==> config.mk <==
export PLATFORM = sky130hd
export DESIGN_NAME = grad_dac_serialiser
export DESIGN_NICKNAME = d
export VERILOG_FILES = /design/src/rtl/grad_dac_serialiser.sv
export SDC_FILE = /design/constraint.sdc
export NUM_CORES = 1
export LEC_CHECK = 0
export BUFFER_PORTS_ARGS = -buffer_cell sky130_fd_sc_hd__buf_2
export CORE_ASPECT_RATIO = 0.7
export CORE_MARGIN = 1.5
export CORE_UTILIZATION = 57
export CTS_CLUSTER_SIZE = 10
export DETAILED_ROUTE_END_ITERATION = 8
export PLACE_DENSITY = 0.86
export SETUP_SLACK_MARGIN = 0.02
export SLEW_MARGIN = 20
export SYNTH_ARGS = -nofsm -noshare
export SYNTH_HDL_FRONTEND = slang
export SYNTH_SLANG_ARGS = --single-unit
export TNS_END_PERCENT = 30
==> constraint.sdc <==
create_clock -name S_AXI_ACLK -period 2.94 [get_ports S_AXI_ACLK]
set_input_delay 0.294 -clock S_AXI_ACLK [delete_from_list [all_inputs] [get_ports S_AXI_ACLK]]
set_output_delay 0.294 -clock S_AXI_ACLK [all_outputs]
set_load 0.02 [all_outputs]
==> src/rtl/grad_dac_serialiser.sv <==
// SPI serialiser for the gradient DACs: shifts one latched word MSB-first to every
// masked channel in parallel over a shared SCLK, then enforces a CS_N high gap.
module grad_dac_serialiser #(
  parameter int unsigned N_CH    = 4,
  parameter int unsigned WORD_W  = 32,
  parameter int unsigned DIV_W   = 6,
  parameter int unsigned MIN_GAP = 4
) (
  input  logic              S_AXI_ACLK,
  input  logic              S_AXI_ARESETN,
  input  logic [WORD_W-1:0] data_i,
  input  logic [N_CH-1:0]   valid_i,
  input  logic [DIV_W-1:0]  spi_clk_div_i,
  output logic              busy_o,
  output logic              data_lost_o,
  output logic              sclk_o,
  output logic [N_CH-1:0]   cs_n_o,
  output logic [N_CH-1:0]   sdo_o
);

  localparam int unsigned BCNT_W = (WORD_W > 1) ? $clog2(WORD_W) : 1;
  localparam int unsigned GAP_W  = $clog2(MIN_GAP + 1);
  localparam int unsigned CNT_W  = (DIV_W > GAP_W) ? DIV_W : GAP_W;

  localparam logic [1:0] S_IDLE  = 2'd0;
  localparam logic [1:0] S_SETUP = 2'd1;
  localparam logic [1:0] S_SHIFT = 2'd2;
  localparam logic [1:0] S_GAP   = 2'd3;

  logic [1:0]        r_state, w_state_nx;
  logic [CNT_W-1:0]  r_hcnt, w_hcnt_nx;
  logic [BCNT_W-1:0] r_bcnt, w_bcnt_nx;
  logic [WORD_W-1:0] r_shreg, w_shreg_nx;
  logic [N_CH-1:0]   r_mask, w_mask_nx;
  logic [DIV_W-1:0]  r_div, w_div_nx;
  logic              r_sclk, w_sclk_nx;
  logic              r_busy, w_busy_nx;
  logic              r_lost, w_lost_nx;
  logic [N_CH-1:0]   r_cs_n, w_cs_n_nx;
  logic [N_CH-1:0]   r_sdo, w_sdo_nx;
  logic              w_active;

  // Next-state and next-output logic; outputs are registered from the next-state values
  always_comb begin
    w_state_nx = r_state;
    w_hcnt_nx  = r_hcnt;
    w_bcnt_nx  = r_bcnt;
    w_shreg_nx = r_shreg;
    w_mask_nx  = r_mask;
    w_div_nx   = r_div;
    w_sclk_nx  = r_sclk;

    case (r_state)
      S_IDLE: begin
        if (|valid_i) begin
          w_state_nx = S_SETUP;
          w_shreg_nx = data_i;
          w_mask_nx  = valid_i;
          w_div_nx   = spi_clk_div_i;
          w_hcnt_nx  = CNT_W'(spi_clk_div_i);
          w_bcnt_nx  = '0;
          w_sclk_nx  = 1'b0;
        end
      end
      S_SETUP: begin
        if (r_hcnt == '0) begin
          w_state_nx = S_SHIFT;
          w_sclk_nx  = 1'b1;
          w_hcnt_nx  = CNT_W'(r_div);
        end else begin
          w_hcnt_nx = r_hcnt - CNT_W'(1);
        end
      end
      S_SHIFT: begin
        // r_sclk doubles as the phase flag: high phase then low phase per bit
        if (r_hcnt != '0) begin
          w_hcnt_nx = r_hcnt - CNT_W'(1);
        end else if (r_sclk) begin
          w_sclk_nx  = 1'b0;
          w_shreg_nx = {r_shreg[WORD_W-2:0], 1'b0};
          w_hcnt_nx  = CNT_W'(r_div);
        end else if (r_bcnt == BCNT_W'(WORD_W - 1)) begin
          w_state_nx = S_GAP;
          w_hcnt_nx  = CNT_W'(MIN_GAP - 1);
        end else begin
          w_bcnt_nx = r_bcnt + BCNT_W'(1);
          w_sclk_nx = 1'b1;
          w_hcnt_nx = CNT_W'(r_div);
        end
      end
      S_GAP: begin
        if (r_hcnt == '0) begin
          w_state_nx = S_IDLE;
        end else begin
          w_hcnt_nx = r_hcnt - CNT_W'(1);
        end
      end
      default: w_state_nx = S_IDLE;
    endcase

    w_active  = (w_state_nx == S_SETUP) || (w_state_nx == S_SHIFT);
    w_busy_nx = (w_state_nx != S_IDLE);
    w_lost_nx = (r_state != S_IDLE) && (|valid_i);
    w_cs_n_nx = w_active ? ~w_mask_nx : '1;
    w_sdo_nx  = w_active ? (w_mask_nx & {N_CH{w_shreg_nx[WORD_W-1]}}) : '0;
    if (!w_active) begin
      w_sclk_nx = 1'b0;
    end
  end

  always_ff @(posedge S_AXI_ACLK or negedge S_AXI_ARESETN) begin
    if (!S_AXI_ARESETN) begin
      r_state <= S_IDLE;
      r_hcnt  <= '0;
      r_bcnt  <= '0;
      r_shreg <= '0;
      r_mask  <= '0;
      r_div   <= '0;
      r_sclk  <= 1'b0;
      r_busy  <= 1'b0;
      r_lost  <= 1'b0;
      r_cs_n  <= '1;
      r_sdo   <= '0;
    end else begin
      r_state <= w_state_nx;
      r_hcnt  <= w_hcnt_nx;
      r_bcnt  <= w_bcnt_nx;
      r_shreg <= w_shreg_nx;
      r_mask  <= w_mask_nx;
      r_div   <= w_div_nx;
      r_sclk  <= w_sclk_nx;
      r_busy  <= w_busy_nx;
      r_lost  <= w_lost_nx;
      r_cs_n  <= w_cs_n_nx;
      r_sdo   <= w_sdo_nx;
    end
  end

  assign busy_o      = r_busy;
  assign data_lost_o = r_lost;
  assign sclk_o      = r_sclk;
  assign cs_n_o      = r_cs_n;
  assign sdo_o       = r_sdo;

endmodule

==> impl_metrics.tcl <==
set metrics [dict create \
    maxSlewViolCount 0 \
    swShare_pct 40.4 \
    die-area_sq_mm 0.00666 \
    max-vdd-ir-drop_uv 596 \
    worstReg2RegStart "r_hcnt[0]" \
    synth_cells 309 \
    switching_power_w 0.00193 \
    skew_ns 0.0107 \
    syn_area_per_cell_sq_um 11.4 \
    relSlewSlack_pct 41.7 \
    synth_edf_count 0 \
    grt_max_degree 42 \
    grt.total_usage_pct 24.9 \
    p_clk_share_pct 16.0 \
    rsz0062_at_grt "no" \
    antenna_found_initial 0 \
    cp-end-kind "flop" \
    viasPerCell 6.16 \
    synth_top_area_share_pct 44.1 \
    post_synth_num_cell_types 56 \
    worst_pin_slew_ns 0.874 \
    finalPower_w 0.00478 \
    p_int_w 0.00285 \
    synthArstFlopShare_pct 100 \
    gp_congestion 0.908 \
    worstSetupEndpoint "sclk_o" \
    post-route-util_pct 69.2 \
    ios 55 \
    finalCriticalPeriod_ns 2.45 \
    powerDensity_mw_per_mm2 1180 \
    tritoncts "done" \
    cts_root_buffer "clkbuf_8" \
    antenna_cells 0 \
    wirelength_mm 8.08 \
    seqPwrFrac_pct 34.0 \
    place.port_buffers 54 \
    yosysMostFrequentCell "dfrtp_1" \
    yosysWarnings 0 \
    clock_sinks 66 \
    drt-initial-drc-count 269 \
    yosys_register_bits 66 \
    grt_overflow 0 \
    fp.dieW_microns 96.9 \
    cts_setup_buffers 0 \
    postLayoutCellArea_sq_mm 0.00405 \
    timing.rr.end "sclk_o" \
    dp_hpwl_mm 5.46 \
    fin_nets 416 \
    cts.clk_slew.worst_paths_ns 0.08 \
    hp-class "primary input to asynchronous set/reset pin" \
    startpoint_type "flop" \
    postRouteAntennaNets 0 \
    core_sq_mm 0.00584 \
    grt_pass1_wl_mm 12.9 \
    hold_viol_final 0 \
    die_h_microns 68.8 \
    synthesis.area_sq_mm 0.00352 \
    vias 2731 \
    r2r_slack_ns 0.49 \
    reg2reg_depth 9 \
    dr.pass1.iters 5 \
    post_dp_cell_area_sq_mm 0.00385 \
    startpoint "r_hcnt[0]" \
    rows 23 \
    wl_per_cell_microns 18.2 \
    combPwrFrac_pct 50.0 \
    drv_cap 0 \
    p_leak_nw 1.92 \
    status "finished clean" \
    ys_seq_area_share_pct 47.1 \
    cts_resized 0 \
    grt_pass1_vias 2565 \
    synth_area_leader_cell "dfrtp_1" \
    synthFlopType "dfrtp_1" \
    crit_type "flop to flop" \
    start_util_pct 60.3 \
    crit_arrival_ns 2.69 \
    post_route_cells_drive_above_1_share_pct 32.6 \
    finalSetupViolCount 0 \
    ys_top_cells_by_area "dfrtp_1 (44%), mux2_4 (12%), a22o_1 (8.5%), ha_1 (3.2%), dfstp_2 (3.0%)" \
    cp.required_ns 3.19 \
    synth_fp_nets 362 \
    clock_path_buffers 2 \
    insertion_delay_ns 0.35 \
    numCtsBuffers 9 \
    fin_tns_setup_ns 0 \
    syn_to_final_growth_pct 14.9 \
    finalCritPeriodShare_pct 83.2 \
    remaining_drc_errors 0 \
    htreeDepth 3 \
    ctsHoldBuffers 0 \
    ys_top_cells_by_count "dfrtp_1 (62), a22o_1 (34), mux2_4 (29)" \
    max_freq_mhz 409 \
    worstPathMaxFanout 8 \
]
==> cell families after synthesis <==
family | Yosys count | synth area share, %
adder cells (fa/ha/maj) | 9 | 3.20
multiplexers | 33 | 13.6
AO/OA/AOI/OAI | 102 | 21.1
AND/OR/NAND/NOR | 62 | 9.42
flip-flops | 66 | 47.1
buffers and inverters | 34 | 4.94
XOR/XNOR | 3 | 0.746
==> metal layers <==
metal	global-route usage (%)	share of wire, %	wire (microns)	vias to the layer above
met5	0	0	0	-
met4	7.97	0.96	78	0
met3	7.36	6.5	524	10
met2	38.6	46	3710	99
met1	34.3	47	3770	1365
li1	-	-	-	1257
==> critical path: stages (launching register included) <==
cell and delay [ns]:
dfrtp_1 0.43, inv_1 0.12, ha_1 0.24, nand2b_1 0.30, o21ai_0 0.15, a31oi_1 0.28, o21ai_0 0.14, ha_1 0.39
nand2_1 0.07, o32ai_1 0.23
==> registers in the layout (all words and copies together), names as in the netlist <==
name,cells
sdo_o,4
busy_o,1
r_state,2
r_hcnt,6
sclk_o,1
r_div,6
data_lost_o,1
r_shreg,32
cs_n_o,4
r_mask,4
r_bcnt,5
==> placed cells by master (no fill, tap or decap), types with 2 or more instances in the layout <==
cell type	count
o21ai_0	21
nor2_1	7
a31oi_1	9
mux2i_1	2
nand3_1	3
buf_2	54
a22o_1	34
clkinvlp_4	2
dfrtp_1	62
a22oi_1	2
clkbuf_8	9
o211ai_1	3
o31ai_1	2
buf_4	7
o22ai_1	3
nand2b_1	2
or3_1	2
dfstp_2	4
and2_1	2
a2111oi_0	4
a21oi_1	9
nor3_1	3
ha_1	9
nand2_1	28
o32ai_1	2
mux2_4	29
nand3b_1	2
a211oi_1	2
o21a_1	3
xor2_1	2
inv_1	14
==> power groups by stage <==
stage / Combinational, W / Clock, W / Sequential, W
floorplan: 0.00185 / 0 / 0.00160
global placement: 0.00228 / 0 / 0.00160
detailed placement: 0.00236 / 0 / 0.00162
CTS: 0.00237 / 0.000777 / 0.00162
global route: 0.00260 / 0.000814 / 0.00167
finish: 0.00239 / 0.000765 / 0.00163
==> area by class of cell <==
class                      instances  area [sq um]
tap                               75          93.8
clock buffer                      10           128
timing repair buffer              62           343
clock inverter                     6          67.6
inverter                          15          56.3
fill                             432          1800
sequential                        66          1660
multi-input combinational        209          1700
==> per-stage QoR <==
step,std cells,hold slack (ns),worst slack [ns]
after global routing,443,0.117,0.165
after floorplan,309,-0.00159,0.768
final,443,0.0613,0.493
after detailed placement,427,0.452,0.533
after CTS,443,0.0703,0.512
after global placement,427,0.459,0.575
==> worst min-delay path by stage <==
stage	end	cells past startpoint	from
after CTS	r_shreg[28]	1	S_AXI_ARESETN
after floorplan	busy_o	0	S_AXI_ARESETN
after detailed placement	r_mask[0]	1	S_AXI_ARESETN
final	r_mask[0]	1	S_AXI_ARESETN
after global routing	r_shreg[28]	1	S_AXI_ARESETN
after global placement	r_mask[0]	1	S_AXI_ARESETN
No activity file was read; power rests on OpenSTA's default activity.
